[src/rtl/uart_tx.sv]
// Serial UART transmitter: start bit, DATA_WIDTH data bits LSB first, optional parity, stop bit.
// Parity generation and the PARITY state are compiled in only when UART_TX_PARITY_EN is defined.
module uart_tx #(
  parameter int DATA_WIDTH = 8,
  parameter int PRESCALE_W = 6
) (
  input  logic                  CLK,
  input  logic                  RST,
  input  logic [DATA_WIDTH-1:0] P_DATA,
  input  logic                  Data_Valid,
  input  logic                  PAR_EN,
  input  logic                  PAR_TYP,
  input  logic [PRESCALE_W-1:0] Prescale,
  output logic                  TX_OUT,
  output logic                  Busy
);

  // state  | meaning
  // IDLE   | line high, waiting for Data_Valid
  // START  | start bit (low)
  // DATA   | data bits, LSB first
  // PARITY | parity bit (only with UART_TX_PARITY_EN)
  // STOP   | stop bit (high)
  typedef enum logic [2:0] {
    IDLE   = 3'd0,
    START  = 3'd1,
    DATA   = 3'd2,
`ifdef UART_TX_PARITY_EN
    PARITY = 3'd3,
`endif
    STOP   = 3'd4
  } state_t;

  localparam int IDX_W = (DATA_WIDTH > 1) ? $clog2(DATA_WIDTH) : 1;
  localparam logic [IDX_W-1:0] LAST_IDX = IDX_W'(DATA_WIDTH - 1);

  state_t                  r_state;
  logic [PRESCALE_W-1:0]   r_pre_cnt;
  logic [IDX_W-1:0]        r_bit_idx;
  logic [DATA_WIDTH-1:0]   r_data;
  logic [PRESCALE_W-1:0]   r_prescale;
  logic                    r_tx;
  logic                    r_busy;

  state_t                  w_state_nxt;
  logic [PRESCALE_W-1:0]   w_pre_cnt_nxt;
  logic [IDX_W-1:0]        w_bit_idx_nxt;
  logic                    w_tx_nxt;
  logic                    w_busy_nxt;
  logic                    w_accept;
  logic                    w_tc;
  logic [PRESCALE_W-1:0]   w_ps_eff;
  logic [PRESCALE_W-1:0]   w_ps_in_eff;
  logic [PRESCALE_W-1:0]   w_reload;

`ifdef UART_TX_PARITY_EN
  logic                    r_par_en;
  logic                    r_par_typ;
  logic                    w_parity;
  assign w_parity = (^r_data) ^ r_par_typ;
`else
  logic                    w_unused;
  assign w_unused = PAR_EN ^ PAR_TYP;
`endif

  // A prescale of zero would otherwise stall the bit timer, so it behaves as one.
  assign w_ps_eff    = (r_prescale == '0) ? PRESCALE_W'(1) : r_prescale;
  assign w_ps_in_eff = (Prescale == '0) ? PRESCALE_W'(1) : Prescale;
  assign w_reload    = w_ps_eff - PRESCALE_W'(1);
  assign w_tc        = (r_pre_cnt == '0);
  assign w_accept    = (r_state == IDLE) && Data_Valid;

  always_comb begin
    w_state_nxt   = r_state;
    w_pre_cnt_nxt = r_pre_cnt;
    w_bit_idx_nxt = r_bit_idx;
    case (r_state)
      IDLE: begin
        if (Data_Valid) begin
          w_state_nxt   = START;
          w_pre_cnt_nxt = w_ps_in_eff - PRESCALE_W'(1);
        end
      end
      START: begin
        if (w_tc) begin
          w_state_nxt   = DATA;
          w_bit_idx_nxt = '0;
          w_pre_cnt_nxt = w_reload;
        end else begin
          w_pre_cnt_nxt = r_pre_cnt - PRESCALE_W'(1);
        end
      end
      DATA: begin
        if (w_tc) begin
          w_pre_cnt_nxt = w_reload;
          if (r_bit_idx == LAST_IDX) begin
            w_bit_idx_nxt = '0;
`ifdef UART_TX_PARITY_EN
            w_state_nxt   = r_par_en ? PARITY : STOP;
`else
            w_state_nxt   = STOP;
`endif
          end else begin
            w_bit_idx_nxt = r_bit_idx + IDX_W'(1);
          end
        end else begin
          w_pre_cnt_nxt = r_pre_cnt - PRESCALE_W'(1);
        end
      end
`ifdef UART_TX_PARITY_EN
      PARITY: begin
        if (w_tc) begin
          w_state_nxt   = STOP;
          w_pre_cnt_nxt = w_reload;
        end else begin
          w_pre_cnt_nxt = r_pre_cnt - PRESCALE_W'(1);
        end
      end
`endif
      STOP: begin
        if (w_tc) begin
          w_state_nxt   = IDLE;
          w_pre_cnt_nxt = '0;
        end else begin
          w_pre_cnt_nxt = r_pre_cnt - PRESCALE_W'(1);
        end
      end
      default: begin
        w_state_nxt   = IDLE;
        w_pre_cnt_nxt = '0;
        w_bit_idx_nxt = '0;
      end
    endcase
  end

  // Outputs are decoded from the next state so the registered line leads by no extra cycle.
  always_comb begin
    w_tx_nxt   = 1'b1;
    w_busy_nxt = 1'b1;
    case (w_state_nxt)
      IDLE:   w_busy_nxt = 1'b0;
      START:  w_tx_nxt   = 1'b0;
      DATA:   w_tx_nxt   = r_data[w_bit_idx_nxt];
`ifdef UART_TX_PARITY_EN
      PARITY: w_tx_nxt   = w_parity;
`endif
      STOP:   w_tx_nxt   = 1'b1;
      default: begin
        w_tx_nxt   = 1'b1;
        w_busy_nxt = 1'b0;
      end
    endcase
  end

  always_ff @(posedge CLK or negedge RST) begin
    if (!RST) begin
      r_state    <= IDLE;
      r_pre_cnt  <= '0;
      r_bit_idx  <= '0;
      r_data     <= '0;
      r_prescale <= '0;
      r_tx       <= 1'b1;
      r_busy     <= 1'b0;
`ifdef UART_TX_PARITY_EN
      r_par_en   <= 1'b0;
      r_par_typ  <= 1'b0;
`endif
    end else begin
      r_state   <= w_state_nxt;
      r_pre_cnt <= w_pre_cnt_nxt;
      r_bit_idx <= w_bit_idx_nxt;
      r_tx      <= w_tx_nxt;
      r_busy    <= w_busy_nxt;
      if (w_accept) begin
        r_data     <= P_DATA;
        r_prescale <= Prescale;
`ifdef UART_TX_PARITY_EN
        r_par_en   <= PAR_EN;
        r_par_typ  <= PAR_TYP;
`endif
      end
    end
  end

  assign TX_OUT = r_tx;
  assign Busy   = r_busy;

endmodule
[config.mk]
export PLATFORM = sky130hd
export DESIGN_NAME = uart_tx
export DESIGN_NICKNAME = d
export VERILOG_FILES = /design/src/rtl/uart_tx.sv
export SDC_FILE = /design/constraint.sdc
export NUM_CORES = 1
export LEC_CHECK = 0
export BUFFER_PORTS_ARGS = -buffer_cell sky130_fd_sc_hd__buf_2
export CORE_UTILIZATION = 58
export CTS_BUF_LIST = sky130_fd_sc_hd__clkbuf_4 sky130_fd_sc_hd__clkbuf_8 sky130_fd_sc_hd__clkbuf_16
export CTS_CLUSTER_DIAMETER = 200
export CTS_CLUSTER_SIZE = 24
export DETAILED_ROUTE_END_ITERATION = 16
export GPL_TIMING_DRIVEN = 0
export PLACE_DENSITY_LB_ADDON = 0.08
export SYNTH_ARGS = -nofsm -noshare
export SYNTH_HDL_FRONTEND = slang
export SYNTH_SLANG_ARGS = --single-unit
export TNS_END_PERCENT = 1
[constraint.sdc]
create_clock -name CLK -period 2.55 [get_ports CLK]
set_input_delay 0.255 -clock CLK [delete_from_list [all_inputs] [get_ports CLK]]
set_output_delay 0.255 -clock CLK [all_outputs]
set_load 0.01 [all_outputs]
# Word level (Yosys, flattened, before mapping)
# Cells that the tools add are included.
# word_totals
out_inout_bits,2
romBits,0
n_memories,0
ramBits,0
word_cells,48
inputBits,19
reg_bits,28
latchBits,0
# op_classes
bitwise,0
shift,0
n_reduce_logical,8
magnitude_cmp,1
n_mul,0
muxes,20
eq_ne,8
addsub,4
n_div,0
# op_table
operator,count
two-way mux 6 bit,5
two-way mux 3 bit,8
zero test 6 bit,3
one-hot mux 6 bit (3 select lines),1
"subtractor 6 x 1 -> 6 bit, second input constant",3
one-hot mux 3 bit (4 select lines),1
"equality test 3 bit, second input constant",3
one-hot mux 3 bit (3 select lines),1
"equality test 3 x 1 -> 1 bit, second input constant",2
"equality test 3 x 2 -> 1 bit, second input constant",2
"< comparator 3 x 4 -> 1 bit, second input constant",1
OR reduction 2 bit,2
"adder 3 x 1 -> 3 bit, second input constant",1
binary-select mux 1 bit (select 3 bit),1
zero test 3 bit,1
OR reduction 3 bit,1
two-way mux 1 bit,2
"inequality test 2 bit, second input constant",1
one-hot mux 1 bit (2 select lines),1
logical AND 1 bit,1

# Logic depth before layout (Yosys ltp)
# Gate-level depths: netlist of run 1.
# depth
depth_word,7
ltp_mapped,10

# Worst setup path before layout of run 1
# Ideal clock, no wire load.
# synth_timing
path_kind,reg-to-reg
startpoint,register r_prescale[2]
endpoint,register r_pre_cnt[2]
period_less_slack_ns,2.107
stages_incl_launch_ff,10
arrival_time_ns,2.023
slack_ns,0.443
setup_ns,0.084
cell_sequence,dfrtp_1 nor4_1 a21oi_1 ha_1 xor2_1 nor3_1 o32a_2 a2bb2oi_2 a2bb2oi_1 o22ai_1
# synth_via
elab_chain_cells,5
# synth_lines
item,line_no,rtl
"start, declared",41,logic [PRESCALE_W-1:0] r_prescale;
"start signal, assigned",176,r_prescale <= Prescale;
zero test 6 bit,67,assign w_ps_eff = (r_prescale == '0) ? PRESCALE_W'(1) : r_prescale;
two-way mux 6 bit (*),67,
subtractor 6 x 1 -> 6 bit (*),69,assign w_reload = w_ps_eff - PRESCALE_W'(1);
two-way mux 6 bit (*),"85, 94",
one-hot mux 6 bit (3 select lines) (*),77,case (r_state)
"end signal, assigned",170,r_pre_cnt <= w_pre_cnt_nxt;
"end, declared",38,logic [PRESCALE_W-1:0] r_pre_cnt;
# Every way passes the cells marked *; elsewhere a longest branch is shown, timed or not.
# A chain may end at the register's enable or synchronous reset.

# Worst setup path after layout of run 1
# layout_timing
startpoint,register r_pre_cnt[0]
endpoint,register r_tx (netlist: TX_OUT)
# layout_via
elab_chain_cells,6
# layout_lines
item,line_no,rtl
zero test 6 bit (*),70,assign w_tc = (r_pre_cnt == '0);
two-way mux 3 bit (on tied branches),"94, 85",
one-hot mux 3 bit (3 select lines) (*),77,
named net w_bit_idx_nxt[0],47,logic [IDX_W-1:0] w_bit_idx_nxt;
binary-select mux 1 bit (select 3 bit) (*),143,DATA: w_tx_nxt = r_data[w_bit_idx_nxt];
two-way mux 1 bit (implied by the code) (*),143,
one-hot mux 1 bit (2 select lines) (*),140,case (w_state_nxt)
named net w_tx_nxt,48,logic w_tx_nxt;
"end signal, assigned",172,r_tx <= w_tx_nxt;
"end, declared",42,logic r_tx;
# Mark *: on every way through the listed nets, which the timed path passes. The rest lies on a longest branch. The select of a mux whose other input is x is not followed.

==> results of run 1 <==
-- critical path, delay by kind of cell, from the launching register on --
family	cells	cell delay [ns]
AO/OA/AOI/OAI	4	0.91
AND/OR/NAND/NOR	2	0.70
flip-flops	1	0.45
adder cells (fa/ha/maj)	1	0.24
buffers and inverters	1	0.08
-- layout by cell type, fill, tap and decap left out, drive strengths merged, types with 3 or more instances in the layout --
cell / count
dfrtp: 27
buf: 23
nand2: 17
nor2: 16
inv: 14
o21ai: 11
mux2: 10
clkbuf: 10
nor3: 9
a21oi: 7
nand2b: 6
a211oi: 6
a31oi: 5
xor2: 5
ha: 5
xnor2: 4
nor4: 4
nor3b: 3
nand3: 3
nand4: 3
mux2i: 3
a2111oi: 3
a32oi: 3
-- repair_timing --
item,4_1_cts,5_1_grt
hold endpoints to repair,27,0
setup endpoints to repair,0,2
gates resized for setup,0,1
buffers inserted,0,0
hold buffers,1,0
-- power by group --
group          switching, uW  internal [uW]
Clock                    138           87.4
Combinational            575            526
Sequential               179            630
-- stage by stage --
stage	setup TNS [ns]	instance area (um2)
floorplan	0	1912
global placement	0	2052
detailed placement	0	2052
CTS	0	2098
global route	-0.06899	2105
finish	0	2105
-- layout make-up --
| cell class | count | area [um2] | share of cell area (%) |
|---|---|---|---|
| Tap cell | 44 | 55.05 | 2.616 |
| Buffer | 12 | 60.06 | 2.854 |
| Inverter | 14 | 52.55 | 2.497 |
| Clock buffer | 4 | 36.28 | 1.724 |
| Timing Repair Buffer | 18 | 95.09 | 4.518 |
| Multi-Input combinational cell | 152 | 1104 | 52.44 |
| Sequential cell | 28 | 701.9 | 33.35 |
-- per-layer routing --
metal	global-route usage, %	part of all wire, %
met1	40.53	47
met2	39.17	44
met3	3.275	6.3
met4	13.27	2.3
met5	0	0
-- sequential cells by signal, summed over array words and instances (netlist names) --
name and flops:
r_pre_cnt 6, Busy 1, r_state 3, r_prescale 6, r_bit_idx 3, TX_OUT 1, r_data 8
-- final timing paths --
path | from | end | slack, ns | cells after the start
worst max register to register | r_pre_cnt[0] | TX_OUT | 0.09 | 8
max in group asynchronous | RST | r_data[5] | 1.69 | 2
worst min register to register | r_data[7] | r_data[7] | 0.53 | 1
min in group asynchronous | RST | r_pre_cnt[4] | 0.46 | 2
worst min-delay path | P_DATA[4] | r_data[4] | 0.11 | 3
worst max-delay path | r_pre_cnt[0] | TX_OUT | 0.09 | 8
-- logic make-up (layout without fill, tap and decap cells) --
family | Yosys count | in the layout
AND/OR/NAND/NOR | 72 | 72
AO/OA/AOI/OAI | 52 | 52
flip-flops | 28 | 28
buffers and inverters | 26 | 48
multiplexers | 13 | 13
XOR/XNOR | 9 | 9
adder cells (fa/ha/maj) | 6 | 6
==> impl_metrics.tcl, run 1 <==
set metrics [dict create \
    status "complete, no violations" \
    vias 1701 \
    grt_use_total_pct 27.32 \
    ys_top_cells_by_area "dfrtp_1 35%, mux2_2 5.9%, nand2_1 3.3%, ha_1 3.3%, nor2_1 2.7%" \
    synth_nets 230 \
    synth_top_cell_by_area "dfrtp_1" \
    skew_ns 0.006745 \
    synth.most_common_cell "dfrtp_1" \
    clkSlewWorstSetupHoldPaths_ns 0.16 \
    fin_ws_ns 0.09016 \
    p_total_uw 2134 \
    synth_xor_area_share_pct 4.123 \
    power_density_nw_per_um2 1014 \
    grt_pass1_vias 1552 \
    cts_buffers 3 \
    synth-edff-count 0 \
    cp.required_ns 2.80 \
    maxSlewViolCount 0 \
    post-route-period-util_pct 96.46 \
    antenna_found_initial 0 \
    num-fill-cells 251 \
    rsz0062_at_grt "true" \
    cts-root-buf "clkbuf_4" \
    initial_core_util_pct 62.11 \
    yosys.area_share.simple_pct 21.60 \
    cts_tree "done" \
    worst_pin_slew_ns 0.6505 \
    synth_cell_type_count 58 \
    syn_avg_cell_area_um2 9.281 \
    synth_fa_ha_area_share_pct 3.861 \
    gp_routability_congestion 0.8891 \
    cp_max_fo 9 \
    io_pins 21 \
    max_freq_mhz 406.5 \
    cpMaxStageDelayCell "nor4b_4" \
    path_cells "inv_1 -> ha_1 -> nor4b_4 -> a211oi_1 -> a31o_2 -> a2111oi_2 -> nand4b_1 -> a21oi_1" \
    syn_to_final_growth_pct 10.08 \
    portBuffers 17 \
    final_util_pct 68.37 \
    crit_path_max_incr_delay_ns 0.51 \
    dp_cells 267 \
    synth.top_cell.area_share_pct 35.34 \
    pre_cts_slack_ns 0.09998 \
    wirelength_mm 4.247 \
    drive_above_1_share_pct 23.68 \
    die_w_um 59.42 \
    syn_inst 206 \
    syn_area_um2 1912 \
    maxCapViolCount 0 \
    htreeDepth 1 \
    fin_nets 253 \
    end_kind "flop" \
    dr.pass1.iters 4 \
    diodes 0 \
    fin_cells 272 \
    drc 0 \
    hp-class "primary input to flop" \
    cp.arrival_ns 2.71 \
    row_count 20 \
    clk_latency_ns 0.33 \
    cts.path.max_buffers 2 \
    wire_per_inst_um 15.61 \
    vdd_drop_max_mv 0.5598 \
    cts_sinks 28 \
    synth_common_cells "27 x dfrtp_1, 17 x nand2_1, 14 x nor2_1" \
    leakage_uw 0.0008904 \
    synth_flop_cell "dfrtp_1" \
    die_h_um 59.42 \
    whs_ns 0.1128 \
    muxShareOfSynthArea_pct 7.461 \
    gr-total-overflow 0 \
    yosysSeqAreaShare_pct 36.71 \
    vias_per_cell 6.254 \
    synth_top_family_by_area "simple AND/OR/NAND/NOR gates" \
    yosys_warnings 0 \
    drtAntennaViolNets 0 \
    hpwl_mm 3.213 \
    grt_pass1_wl_mm 7.196 \
    core_area_um2 3078 \
    grt_max_degree 29 \
    synth_compound_area_share_pct 20.35 \
    drtIter0Drc 99 \
    relSlewSlack_pct 55.51 \
    hold_viol_final 0 \
    startpoint_type "flop" \
    setup_viol 0 \
    async_flop_share_pct 100.0 \
    worst-setup-path-type "flop to flop" \
    ys_seq_elements 28 \
    dieArea_um2 3530 \
    layout_min_cycle_time_ns 2.460 \
]
No activity file was read; power rests on OpenSTA's default activity.
==> inputs of run 2 (changes only) <==
==> constraint.sdc (replaced) <==
create_clock -name CLK -period 2.55 [get_ports CLK]
set_input_delay 0.3825 -clock CLK [delete_from_list [all_inputs] [get_ports CLK]]
set_output_delay 0.3825 -clock CLK [all_outputs]
set_load 0.01 [all_outputs]
==> run 2 against run 1 <==
Effect of this change: hold slack worse by 0.069 ns; highest routed layer unchanged; largest power group unchanged; global-route usage is 0.093 points lower; clock skew is 0.0029 ns higher; power hardly changed.
==> impl_metrics.tcl, run 2 (synthesized netlist as in run 1, its figures left out) <==
set metrics [dict create \
    path_buf_inv 1 \
    wire_per_inst_um 15.59 \
    antenna_found_initial 0 \
    design_area_um2 2095 \
    cts_buffers 3 \
    top_register "r_data" \
    cpMaxStageDelayCell "nor4b_4" \
    grt_pass1_vias 1545 \
    ctsHoldBuffers 0 \
    portBuffers 17 \
    vdd_drop_max_mv 0.5576 \
    final_cell_mix "27 x dfrtp_1, 22 x buf_2, 17 x nand2_1" \
    drtIter0Drc 147 \
    met3_usage_pct 3.275 \
    max_freq_mhz 402.3 \
    layout_min_cycle_time_ns 2.486 \
    postCtsSetupBuffers 0 \
    hpwl_mm 3.213 \
    grt_max_degree 29 \
    leakage_uw 0.0008862 \
    clk_latency_ns 0.33 \
    initial_core_util_pct 62.11 \
    die_h_um 59.42 \
    cts.path.max_buffers 2 \
    dieArea_um2 3530 \
    skew_ns 0.009616 \
    setup_viol 0 \
    row_count 20 \
    relSlewSlack_pct 54.72 \
    syn_to_final_growth_pct 9.555 \
    crit_path_max_incr_delay_ns 0.52 \
    final_common_cell "dfrtp_1" \
    cts_tree "done" \
    gr-total-overflow 0 \
    grt_use_total_pct 27.23 \
    cts_sinks 28 \
    largest_register_ffs 8 \
    grt_pass1_wl_mm 7.176 \
    hp-class "primary input to async pin" \
    cp_top_family "compound AO/OA/AOI/OAI gates" \
    vias_per_cell 6.288 \
    cp.required_ns 2.80 \
    rsz0062_at_grt "true" \
    status "complete, no violations" \
    dr.pass1.iters 5 \
    power_density_nw_per_um2 1019 \
    final_util_pct 68.05 \
    place_area_um2 2052 \
    grt_use_met1_pct 40.25 \
    htreeDepth 1 \
    cp.arrival_ns 2.73 \
    gp_routability_congestion 0.8891 \
    drtAntennaViolNets 0 \
    hold_viol_final 0 \
    worst_pin_slew_ns 0.6620 \
    cts-root-buf "clkbuf_4" \
    num-fill-cells 252 \
    path_cells "inv_1 -> ha_1 -> nor4b_4 -> a211oi_1 -> a31o_2 -> a2111oi_2 -> nand4b_1 -> a21oi_1" \
    reg_top3 "r_data: 8 flops, r_pre_cnt: 6 flops, r_prescale: 6 flops" \
    io_pins 21 \
    post-route-period-util_pct 97.48 \
    startpoint_type "flop" \
    fin_nets 252 \
    maxCapViolCount 0 \
    wirelength_mm 4.224 \
    vias 1704 \
    grt_busiest_layer "met1" \
    clkSlewWorstSetupHoldPaths_ns 0.16 \
    drc 0 \
    core_area_um2 3078 \
    drive_above_1_share_pct 23.79 \
    met2_usage_pct 39.17 \
    cp_max_fo 9 \
    worst-setup-path-type "flop to flop" \
    maxSlewViolCount 0 \
    die_w_um 59.42 \
    end_kind "flop" \
    diodes 0 \
]
==> run 2: cell count changes in the layout (fill, tap and decap cells not counted), sizes merged <==
| cell | delta |
|---|---|
| dlygate4sd3 | -1 |
==> run 2: repair_timing <==
action,4_1_cts,5_1_grt
endpoints found under the hold margin,0,0
gates resized for setup,0,1
setup endpoints to repair,0,2
==> run 2: final cells by class <==
class / instances / area, um2 / area share, %
buffer: 12 / 60.06 / 2.867
tap: 44 / 55.05 / 2.628
multi-input combinational: 152 / 1104 / 52.69
sequential: 28 / 701.9 / 33.51
clock buffer: 4 / 36.28 / 1.732
inverter: 14 / 52.55 / 2.509
timing repair buffer: 17 / 85.08 / 4.062
==> run 2: worst paths after layout <==
kind / slack (ns) / depth (start not counted) / startpoint / to
setup / recovery: 0.06 / 8 / r_pre_cnt[0] / TX_OUT
hold / removal: 0.04 / 1 / RST / r_pre_cnt[4]
setup reg to reg: 0.06 / 8 / r_pre_cnt[0] / TX_OUT
hold reg to reg: 0.53 / 1 / r_data[7] / r_data[7]
max in group asynchronous: 2.09 / 1 / RST / r_data[3]
min in group CLK: 0.24 / 3 / P_DATA[4] / r_data[4]
==> run 2: report_power, final <==
group          internal, uW  leakage [uW]  switching, uW
clock                  87.4     0.0000210            137
sequential              630      0.000341            180
combinational           525      0.000524            575
total                  1240      0.000886            892
==> run 2: worst register-to-register path: cells and delay by family, from the launching register on <==
kind | cells | cell delay [ns]
AO/OA/AOI/OAI | 4 | 0.91
adder cells (fa/ha/maj) | 1 | 0.25
buffers and inverters | 1 | 0.08
flip-flops | 1 | 0.45
AND/OR/NAND/NOR | 2 | 0.71
==> run 2: through the flow <==
stage | instances | worst slack, ns | total power (uW) | hold slack, ns | setup TNS (ns)
floorplan | 206 | 0.4433 | 1639 | 0.08691 | 0
global placement | 267 | 0.2020 | 1846 | 0.4274 | 0
detailed placement | 267 | 0.09998 | 1891 | 0.4442 | 0
CTS | 271 | 0.05919 | 2117 | 0.06278 | 0
global route | 271 | -0.04302 | 2292 | 0.08994 | -0.06899
finish | 271 | 0.06431 | 2134 | 0.04342 | 0
==> run 2: per-layer routing <==
| metal | up-vias | wire (um) |
|---|---|---|
| met5 | - | 0 |
| met4 | 0 | 80 |
| met3 | 8 | 355 |
| met2 | 87 | 1874 |
| met1 | 804 | 1914 |
| li1 | 805 | - |
==> inputs of run 3 (changes only) <==
- CTS_CLUSTER_SIZE: 24 -> 10
- clock period: 2.55 -> 3 ns (I/O delays scaled with it)
==> run 3 against run 2 <==
Effect of this change: utilization is 0.20 points lower; critical endpoint is now r_pre_cnt[4]; fmax fell by 2.3%; sequential power down 16%; wire length fell by 0.33%; largest cell class unchanged; register-to-register slack better by 0.39 ns; power decreased by 15%; combinational power fell by 15%; non-clock buffer count did not move.
==> impl_metrics.tcl, run 3 (synthesized netlist as in run 1, its figures left out) <==
set metrics [dict create \
    row_count 20 \
    drtAntennaViolNets 0 \
    gr-total-overflow 0 \
    design_area_um2 2088 \
    dieArea_um2 3530 \
    maxCapViolCount 0 \
    end_kind "flop" \
    diodes 0 \
    final_common_cell "dfrtp_1" \
    portBuffers 17 \
    vdd_drop_max_mv 0.4751 \
    cts.path.max_buffers 2 \
    startpoint_type "flop" \
    post-route-period-util_pct 84.81 \
    grt_pass1_wl_mm 7.176 \
    dp_cells 267 \
    rsz0062_at_grt "false" \
    largest_register_ffs 8 \
    fin_cells 271 \
    grt_pass1_vias 1545 \
    cts_sinks 28 \
    relSlewSlack_pct 54.76 \
    leakage_uw 0.0008856 \
    grt_use_total_pct 27.23 \
    max_freq_mhz 393.0 \
    htreeDepth 1 \
    layout_min_cycle_time_ns 2.544 \
    core_area_um2 3078 \
    drtIter0Drc 121 \
    place_area_um2 2052 \
    cts-root-buf "clkbuf_4" \
    vias 1697 \
    die_w_um 59.42 \
    worst-setup-path-type "flop to flop" \
    antenna_found_initial 0 \
    hpwl_mm 3.213 \
    skew_ns 0.005757 \
    cts_buffers 3 \
    worst_pin_slew_ns 0.6615 \
    grt_max_degree 29 \
    p_total_uw 1803 \
    cp.arrival_ns 2.76 \
    setup_viol 0 \
    power_density_nw_per_um2 863.5 \
    initial_core_util_pct 62.11 \
    clk_latency_ns 0.33 \
    top_register "r_data" \
    maxSlewViolCount 0 \
    wirelength_mm 4.210 \
    fin_nets 252 \
    ctsHoldBuffers 0 \
    status "complete, no violations" \
    drive_above_1_share_pct 23.35 \
    die_h_um 59.42 \
    reg_top3 "r_data: 8 flops, r_pre_cnt: 6 flops, r_prescale: 6 flops" \
    cts_resized 0 \
    finalSetupTns_ns 0 \
    gp_routability_congestion 0.8891 \
    final_cell_mix "27 x dfrtp_1, 22 x buf_2, 17 x nand2_1" \
    hp-class "primary input to async pin" \
    critPathLaunch "r_prescale[2]" \
    syn_to_final_growth_pct 9.228 \
    vias_per_cell 6.262 \
    cts_tree "done" \
    rr_startpoint "r_prescale[2]" \
    cp_max_fo 5 \
    hold_viol_final 0 \
    io_pins 21 \
    dr.pass1.iters 4 \
    wire_per_inst_um 15.54 \
    postCtsSetupBuffers 0 \
    drc 0 \
    num-fill-cells 251 \
    clkSlewWorstSetupHoldPaths_ns 0.16 \
    cp.required_ns 3.22 \
]
-- run 3: routing by layer --
| metal | track usage, % | part of all wire, % | routed length (um) |
|---|---|---|---|
| met1 | 40.25 | 46 | 1928 |
| met2 | 39.17 | 44 | 1856 |
| met3 | 3.275 | 7.8 | 327 |
| met4 | 13.27 | 2.3 | 98 |
| met5 | 0 | 0 | 0 |
-- run 3: final cells by class --
| type | count | area, um2 | share of cell area [%] |
|---|---|---|---|
| multi-input cells | 152 | 1097 | 52.55 |
| flip-flops and latches | 28 | 701.9 | 33.61 |
| repair buffers | 17 | 85.08 | 4.074 |
| plain buffers | 12 | 60.06 | 2.876 |
| well taps | 44 | 55.05 | 2.636 |
| inverters | 14 | 52.55 | 2.516 |
| clock buffers | 4 | 36.28 | 1.738 |
-- run 3: worst paths after layout --
kind	endpoint	slack [ns]	cells after the start
max	r_pre_cnt[4]	0.46	9
min	r_pre_cnt[3]	0.11	1
max reg2reg	r_pre_cnt[4]	0.46	9
min reg2reg	r_data[7]	0.53	1
max in group asynchronous	r_data[3]	2.48	1
min in group CLK	r_data[4]	0.31	3
-- run 3: critical path, cell delays in order, from the launching register on --
cell	delay (ns)
dfrtp_1	0.47
nor4_1	0.45
a21oi_1	0.18
ha_1	0.23
nor3b_1	0.15
xor2_1	0.15
o21ai_0	0.31
nand2_1	0.13
a211oi_1	0.26
o31ai_1	0.09
-- run 3: power by group --
group / switching [uW] / leakage, uW / internal (uW)
logic: 486 / 0.000523 / 444
registers: 148 / 0.000341 / 536
clock network: 116 / 0.0000210 / 74.3
total: 750 / 0.000886 / 1050
-- run 3: stage by stage --
step                hold WS, ns  utilization, %  setup slack [ns]
floorplan                0.1544               -            0.8933
global placement         0.4944           66.67            0.6520
detailed placement       0.4956           66.67            0.5500
CTS                      0.1303           67.85            0.5092
global route             0.1574           67.85            0.2942
finish                   0.1124           67.85            0.4556
